==> src/rtl/fetch_sequencer_if.sv <==
// fetch_sequencer_if: bundles the sequencer's fetch-unit controls, the memory
// read bus and the decode handshake. The master modport is the sequencer; the
// slave modport is the fetch/decode side that consumes its controls.
interface fetch_sequencer_if;
    logic [7:0] mem_data;
    logic       decode_ready;
    logic       redirect_valid;
    logic [2:0] redirect_src;
    logic       pc_write;
    logic       ir_write;
    logic       imm_write;
    logic [2:0] pc_src;
    logic [1:0] addr_sel;
    logic       instr_valid;
    logic       instr_long;
    logic       int_ack;

    modport master (
        input  mem_data,
        input  decode_ready,
        input  redirect_valid,
        input  redirect_src,
        output pc_write,
        output ir_write,
        output imm_write,
        output pc_src,
        output addr_sel,
        output instr_valid,
        output instr_long,
        output int_ack
    );

    modport slave (
        output mem_data,
        output decode_ready,
        output redirect_valid,
        output redirect_src,
        input  pc_write,
        input  ir_write,
        input  imm_write,
        input  pc_src,
        input  addr_sel,
        input  instr_valid,
        input  instr_long,
        input  int_ack
    );
endinterface

==> src/rtl/fetch_sequencer.sv <==
// fetch_sequencer: multicycle control FSM for the fetch unit. Sequences the
// reset-vector load, opcode fetch, optional immediate fetch, PC redirects and
// interrupt entry, and offers each complete instruction to decode through a
// valid/ready handshake.
//
// Build option: define FETCH_SEQ_IRQ_EN to build the irq edge detector, the
// pending flag and the S_INT entry state. Without it irq is ignored and
// int_ack is tied low.
module fetch_sequencer #(
    parameter logic [3:0] LONG_OPCODE = 4'hC
) (
    input  logic              clk,
    input  logic              rst,
    input  logic              stall,
    input  logic              irq,
    fetch_sequencer_if.master bus
);

    // PC mux select codes understood by the fetch unit.
    localparam logic [2:0] PC_SRC_SEQ    = 3'b000;  // PC + 1
    localparam logic [2:0] PC_SRC_IMM    = 3'b001;  // PC + 2, past the immediate
    localparam logic [2:0] PC_SRC_RSTVEC = 3'b100;  // M[0]
`ifdef FETCH_SEQ_IRQ_EN
    localparam logic [2:0] PC_SRC_INTVEC = 3'b101;  // M[1]
`endif

    // Memory address select codes.
    localparam logic [1:0] ADDR_PC     = 2'b00;
    localparam logic [1:0] ADDR_PC_P1  = 2'b01;
    localparam logic [1:0] ADDR_RSTVEC = 2'b10;
`ifdef FETCH_SEQ_IRQ_EN
    localparam logic [1:0] ADDR_INTVEC = 2'b11;
`endif

    typedef enum logic [2:0] {
        S_RST_VEC   = 3'd0,
        S_FETCH     = 3'd1,
        S_FETCH_IMM = 3'd2,
`ifdef FETCH_SEQ_IRQ_EN
        S_ISSUE     = 3'd3,
        S_INT       = 3'd4
`else
        S_ISSUE     = 3'd3
`endif
    } state_t;

    state_t state;
    state_t next_state;
    logic   instr_long_q;
    logic   is_long;
    logic   handshake;

    // Only the opcode nibble decides the instruction length; the low nibble
    // belongs to decode.
    logic [3:0] mem_low_unused;
    assign mem_low_unused = bus.mem_data[3:0];

    assign is_long   = (bus.mem_data[7:4] == LONG_OPCODE);
    assign handshake = (state == S_ISSUE) && bus.decode_ready;

`ifdef FETCH_SEQ_IRQ_EN
    logic irq_prev;
    logic irq_pending;

    // Rising-edge detect on irq; the request is held until S_INT takes it.
    // A fresh edge arriving in the S_INT cycle itself is kept as a new request.
    always_ff @(posedge clk or posedge rst) begin
        if (rst) begin
            irq_prev    <= 1'b0;
            irq_pending <= 1'b0;
        end else if (!stall) begin
            irq_prev <= irq;
            if (irq && !irq_prev) begin
                irq_pending <= 1'b1;
            end else if (state == S_INT) begin
                irq_pending <= 1'b0;
            end
        end
    end
`else
    logic irq_unused;
    assign irq_unused = irq;
`endif

    // State register; stall freezes the FSM.
    // NOTE: sequential state uses non-blocking assignments so every register
    // samples pre-edge values regardless of process ordering.
    always_ff @(posedge clk or posedge rst) begin
        if (rst) begin
            state <= S_RST_VEC;
        end else if (!stall) begin
            state <= next_state;
        end
    end

    // Instruction length is decided once in S_FETCH and held through S_ISSUE.
    always_ff @(posedge clk or posedge rst) begin
        if (rst) begin
            instr_long_q <= 1'b0;
        end else if (!stall && (state == S_FETCH)) begin
            instr_long_q <= is_long;
        end
    end

    // Next-state logic: redirect beats interrupt beats normal flow at the
    // handshake, and interrupts are only taken from S_ISSUE (a boundary).
    // NOTE: next_state gets a default first so no path can infer a latch.
    always_comb begin
        next_state = state;
        case (state)
            S_RST_VEC:   next_state = S_FETCH;
            S_FETCH:     next_state = is_long ? S_FETCH_IMM : S_ISSUE;
            S_FETCH_IMM: next_state = S_ISSUE;
            S_ISSUE: begin
                if (handshake) begin
                    next_state = S_FETCH;
`ifdef FETCH_SEQ_IRQ_EN
                    if (!bus.redirect_valid && irq_pending) begin
                        next_state = S_INT;
                    end
`endif
                end
            end
`ifdef FETCH_SEQ_IRQ_EN
            S_INT:       next_state = S_FETCH;
`endif
            default:     next_state = S_RST_VEC;
        endcase
    end

    // Output decode; write enables and int_ack are masked by stall and by
    // reset, while the selects and instr_valid always follow the state.
    always_comb begin
        bus.pc_write    = 1'b0;
        bus.ir_write    = 1'b0;
        bus.imm_write   = 1'b0;
        bus.int_ack     = 1'b0;
        bus.pc_src      = PC_SRC_SEQ;
        bus.addr_sel    = ADDR_PC;
        bus.instr_valid = 1'b0;
        bus.instr_long  = instr_long_q;
        case (state)
            S_RST_VEC: begin
                bus.addr_sel = ADDR_RSTVEC;
                bus.pc_src   = PC_SRC_RSTVEC;
                bus.pc_write = 1'b1;
            end
            S_FETCH: begin
                bus.addr_sel = ADDR_PC;
                bus.ir_write = 1'b1;
                // A long opcode leaves PC on the opcode so PC+1 addresses imm.
                bus.pc_write = !is_long;
            end
            S_FETCH_IMM: begin
                bus.addr_sel  = ADDR_PC_P1;
                bus.imm_write = 1'b1;
                bus.pc_src    = PC_SRC_IMM;
                bus.pc_write  = 1'b1;
            end
            S_ISSUE: begin
                bus.instr_valid = 1'b1;
                if (handshake && bus.redirect_valid) begin
                    bus.pc_src   = bus.redirect_src;
                    bus.pc_write = 1'b1;
                end
            end
`ifdef FETCH_SEQ_IRQ_EN
            S_INT: begin
                bus.addr_sel = ADDR_INTVEC;
                bus.pc_src   = PC_SRC_INTVEC;
                bus.pc_write = 1'b1;
                bus.int_ack  = 1'b1;
            end
`endif
            default: begin
                bus.pc_src   = PC_SRC_SEQ;
                bus.addr_sel = ADDR_PC;
            end
        endcase
        if (stall || rst) begin
            bus.pc_write  = 1'b0;
            bus.ir_write  = 1'b0;
            bus.imm_write = 1'b0;
            bus.int_ack   = 1'b0;
        end
    end

endmodule

==> src/flat_wrapper.sv <==
// flat-port wrapper written by rule: the top's interface ports become plain ports
module fetch_sequencer_flat 
#(
    parameter logic [3:0] LONG_OPCODE = 4'hC
)
  (clk, rst, stall, irq, bus_mem_data, bus_decode_ready, bus_redirect_valid, bus_redirect_src, bus_pc_write, bus_ir_write, bus_imm_write, bus_pc_src, bus_addr_sel, bus_instr_valid, bus_instr_long, bus_int_ack);
  fetch_sequencer_if bus_i ();
  input  logic clk;
  input  logic rst;
  input  logic stall;
  input  logic irq;
  input wire logic [$bits(bus_i.mem_data)-1:0] bus_mem_data;
  input wire logic [$bits(bus_i.decode_ready)-1:0] bus_decode_ready;
  input wire logic [$bits(bus_i.redirect_valid)-1:0] bus_redirect_valid;
  input wire logic [$bits(bus_i.redirect_src)-1:0] bus_redirect_src;
  output wire logic [$bits(bus_i.pc_write)-1:0] bus_pc_write;
  output wire logic [$bits(bus_i.ir_write)-1:0] bus_ir_write;
  output wire logic [$bits(bus_i.imm_write)-1:0] bus_imm_write;
  output wire logic [$bits(bus_i.pc_src)-1:0] bus_pc_src;
  output wire logic [$bits(bus_i.addr_sel)-1:0] bus_addr_sel;
  output wire logic [$bits(bus_i.instr_valid)-1:0] bus_instr_valid;
  output wire logic [$bits(bus_i.instr_long)-1:0] bus_instr_long;
  output wire logic [$bits(bus_i.int_ack)-1:0] bus_int_ack;
  assign bus_i.mem_data = bus_mem_data;
  assign bus_i.decode_ready = bus_decode_ready;
  assign bus_i.redirect_valid = bus_redirect_valid;
  assign bus_i.redirect_src = bus_redirect_src;
  assign bus_pc_write = bus_i.pc_write;
  assign bus_ir_write = bus_i.ir_write;
  assign bus_imm_write = bus_i.imm_write;
  assign bus_pc_src = bus_i.pc_src;
  assign bus_addr_sel = bus_i.addr_sel;
  assign bus_instr_valid = bus_i.instr_valid;
  assign bus_instr_long = bus_i.instr_long;
  assign bus_int_ack = bus_i.int_ack;
  fetch_sequencer #(.LONG_OPCODE(LONG_OPCODE)) u_core (.clk(clk), .rst(rst), .stall(stall), .irq(irq), .bus(bus_i));
endmodule
==> config.mk <==
export PLATFORM = sky130hd
export DESIGN_NAME = fetch_sequencer_flat
export DESIGN_NICKNAME = d
export VERILOG_FILES = /design/src/rtl/fetch_sequencer_if.sv /design/src/rtl/fetch_sequencer.sv /design/src/flat_wrapper.sv
export SDC_FILE = /design/constraint.sdc
export NUM_CORES = 1
export LEC_CHECK = 0
export ABC_AREA = 1
export ABC_CLOCK_PERIOD_IN_PS = 2100
export CELL_PAD_IN_SITES_DETAIL_PLACEMENT = 1
export CELL_PAD_IN_SITES_GLOBAL_PLACEMENT = 2
export CORE_AREA = 2 2 39 41
export CTS_BUF_LIST = sky130_fd_sc_hd__clkbuf_8
export DETAILED_ROUTE_END_ITERATION = 8
export DIE_AREA = 0 0 41 43
export DONT_BUFFER_PORTS = 1
export GPL_ROUTABILITY_DRIVEN = 0
export PLACE_DENSITY_LB_ADDON = 0.1
export SKIP_CTS_REPAIR_TIMING = 1
export SLEW_MARGIN = 10
export SYNTH_ARGS = -nofsm -noshare
export SYNTH_HDL_FRONTEND = slang
export SYNTH_SLANG_ARGS = --single-unit
==> constraint.sdc <==
create_clock -name clk -period 2.1 [get_ports clk]
set_clock_uncertainty 0.15 [all_clocks]
set_input_delay 0.63 -clock clk [delete_from_list [all_inputs] [get_ports clk]]
set_output_delay 0.63 -clock clk [all_outputs]
set_load 0.005 [all_outputs]
==> flow_summary.toml <==
[status]
status = "complete, no violations"

[sta]
setup_viol = 0
fin_crit_ns = 2.01
holdWs_ns = 0.0355
timing.final.ws_setup_ns = 0.0926
hold_viol = 0
finalMaxSlewViolations = 0
rsz0062_at_grt = "no"
clock.fmax_ghz = 0.498
finalCritPeriodShare_pct = 95.6
setup_tns_ns = 0

[final_layout]
fin_util_pct = 28.8
fin_area_um2 = 398
stdcell_count = 68
nets = 75
layout_common_cells = "12 x nand2_1, 8 x inv_1, 7 x nor2_1"
final_common_cell = "nand2_1"
diodes = 0
drive_gt1_share_pct = 28.8
syn_to_final_growth_pct = 25.2

[global_routing]
grt_max_degree = 7
grt_pass1_wl_mm = 1.26
track_usage_pct = 11.4
globalRouteMet3Util_pct = 5.24
met1_usage_pct = 10.9
grt_pass1_vias = 325
grt_use_met2_pct = 17.2
antenna_found_initial = 0
grt-ovfl-total = 0
grt_most_used_layer = "met2"

[synth]
synth_area_per_cell_um2 = 6.76
yosysTopAreaCell = "dfrtp_1"
ys.warnings.count = 0
ys_ff_latch = 3
syn_inst = 47
synth_top_area_share_pct = 23.6
yosys.cell_types.count = 15
syn_nets = 69
syn-cell-area_um2 = 318
ys_seq_area_share_pct = 23.6
synth_area_leaders = "dfrtp_1 24%, ha_1 20%, nand2_1 14%"

[clocking]
cts_sinks = 3
cts_tree = "done"
cts.clk_slew.worst_paths_ns = 0.03
clock_path_buffers = 2
cts_buffers = 3
cts-root-buf = "clkbuf_8"
worstSkewPairLatency_ns = 0.22
htreeDepth = 1

[critical_path]
cp-end-kind = "output pin"
crit_arrival_ns = 1.23
cp_slowest_cell = "dfrtp_2"
cpPeakStageDelay_ns = 0.42
crit_chain = "inv_1 -> ha_2 -> nor2_1 -> nand2_1 -> inv_1 -> a21oi_2"
cpMostUsedCell = "inv_1"
crit_type = "flop to output pin"
crit_path_max_fanout = 5
crit_required_ns = 1.32
critPathLaunchType = "flop"

[job]
drv_cap = 0

[placed_design]
dpl_cell_area_um2 = 338
dp_cells = 63
pre_cts_ws_ns = 0.254
io_buffers = 0

[detailed_routing]
vias = 313
first_pass_iters = 2
drtIter0Drc = 1
ant_nets = 0
drc = 0
wirelength_um = 825
wl_per_cell_um = 12.1
via_per_inst = 4.60

[floorplan]
start_util_pct = 23.0
ios = 28
rows = 14
coreArea_mm2 = 0.00138
die_w_um = 41
dieArea_mm2 = 0.00176
die_h_um = 43

[power]
power_density_mw_per_mm2 = 1300
peakVddDrop_v = 0.000324
power.total_mw = 0.518
p_leak_nw = 0.204

[hold_path]
hold_path_class = "primary input to asynchronous set/reset pin"
power breakdown:
| group | switching (mW) | internal [mW] |
|---|---|---|
| clock network | 0.0419 | 0.125 |
| logic | 0.144 | 0.0977 |
| registers | 0.0270 | 0.0823 |
| total | 0.213 | 0.305 |
cells in the mapped netlist, drive strengths merged:
master	n
nand2	12
inv	9
nor2	7
ha	5
a21oi	4
dfrtp	3
o21ai	2
buf	1
conb	1
nand3	1
nand4	1
o22ai	1
worst max-delay path, delay by kind of cell, from the launching register on:
kind	cells	cell delay (ns)
AO/OA/AOI/OAI	1	0.14
AND/OR/NAND/NOR	2	0.10
adder cells (fa/ha/maj)	1	0.20
buffers and inverters	2	0.13
flip-flops	1	0.42
logic make-up after synthesis:
logic type | after synthesis | share of synthesized area (%)
compound gates | 7 | 15.0
fa+ha+maj | 5 | 19.7
buf+inv | 10 | 13.0
flops | 3 | 23.6
other cells | 1 | 1.18
simple gates | 21 | 27.6
path summary, 6_finish.rpt:
kind                                         end  slack [ns]  cells past startpoint             startpoint
max                                 bus_pc_write        0.09                      6        u_core.state[0]
min                              u_core.state[0]        0.04                      1                    rst
max reg2reg                      u_core.state[0]        0.69                      5        u_core.state[0]
min reg2reg                u_core.bus.instr_long        0.37                      2  u_core.bus.instr_long
max in group asynchronous        u_core.state[1]        1.59                      1                    rst
min in group clk           u_core.bus.instr_long        0.37                      2  u_core.bus.instr_long
registers in the layout, summed over array words and instances (netlist names):
register,count
u_core.bus.instr_long,1
u_core.state,2
metal layers:
layer | vias to the layer above | wire (um)
met5 | - | 0
met4 | 0 | 27
met3 | 3 | 124
met2 | 20 | 377
met1 | 139 | 295
li1 | 151 | -
final cells by class:
cell class | instances | area, um^2
Clock buffer | 3 | 41.3
Clock inverter | 1 | 3.75
Fill cell | 175 | 986
Inverter | 9 | 33.8
Multi-Input combinational cell | 34 | 206
Sequential cell | 3 | 77.6
Tap cell | 16 | 20.0
Timing Repair Buffer | 2 | 15.0
No activity file was read; power rests on OpenSTA's default activity.
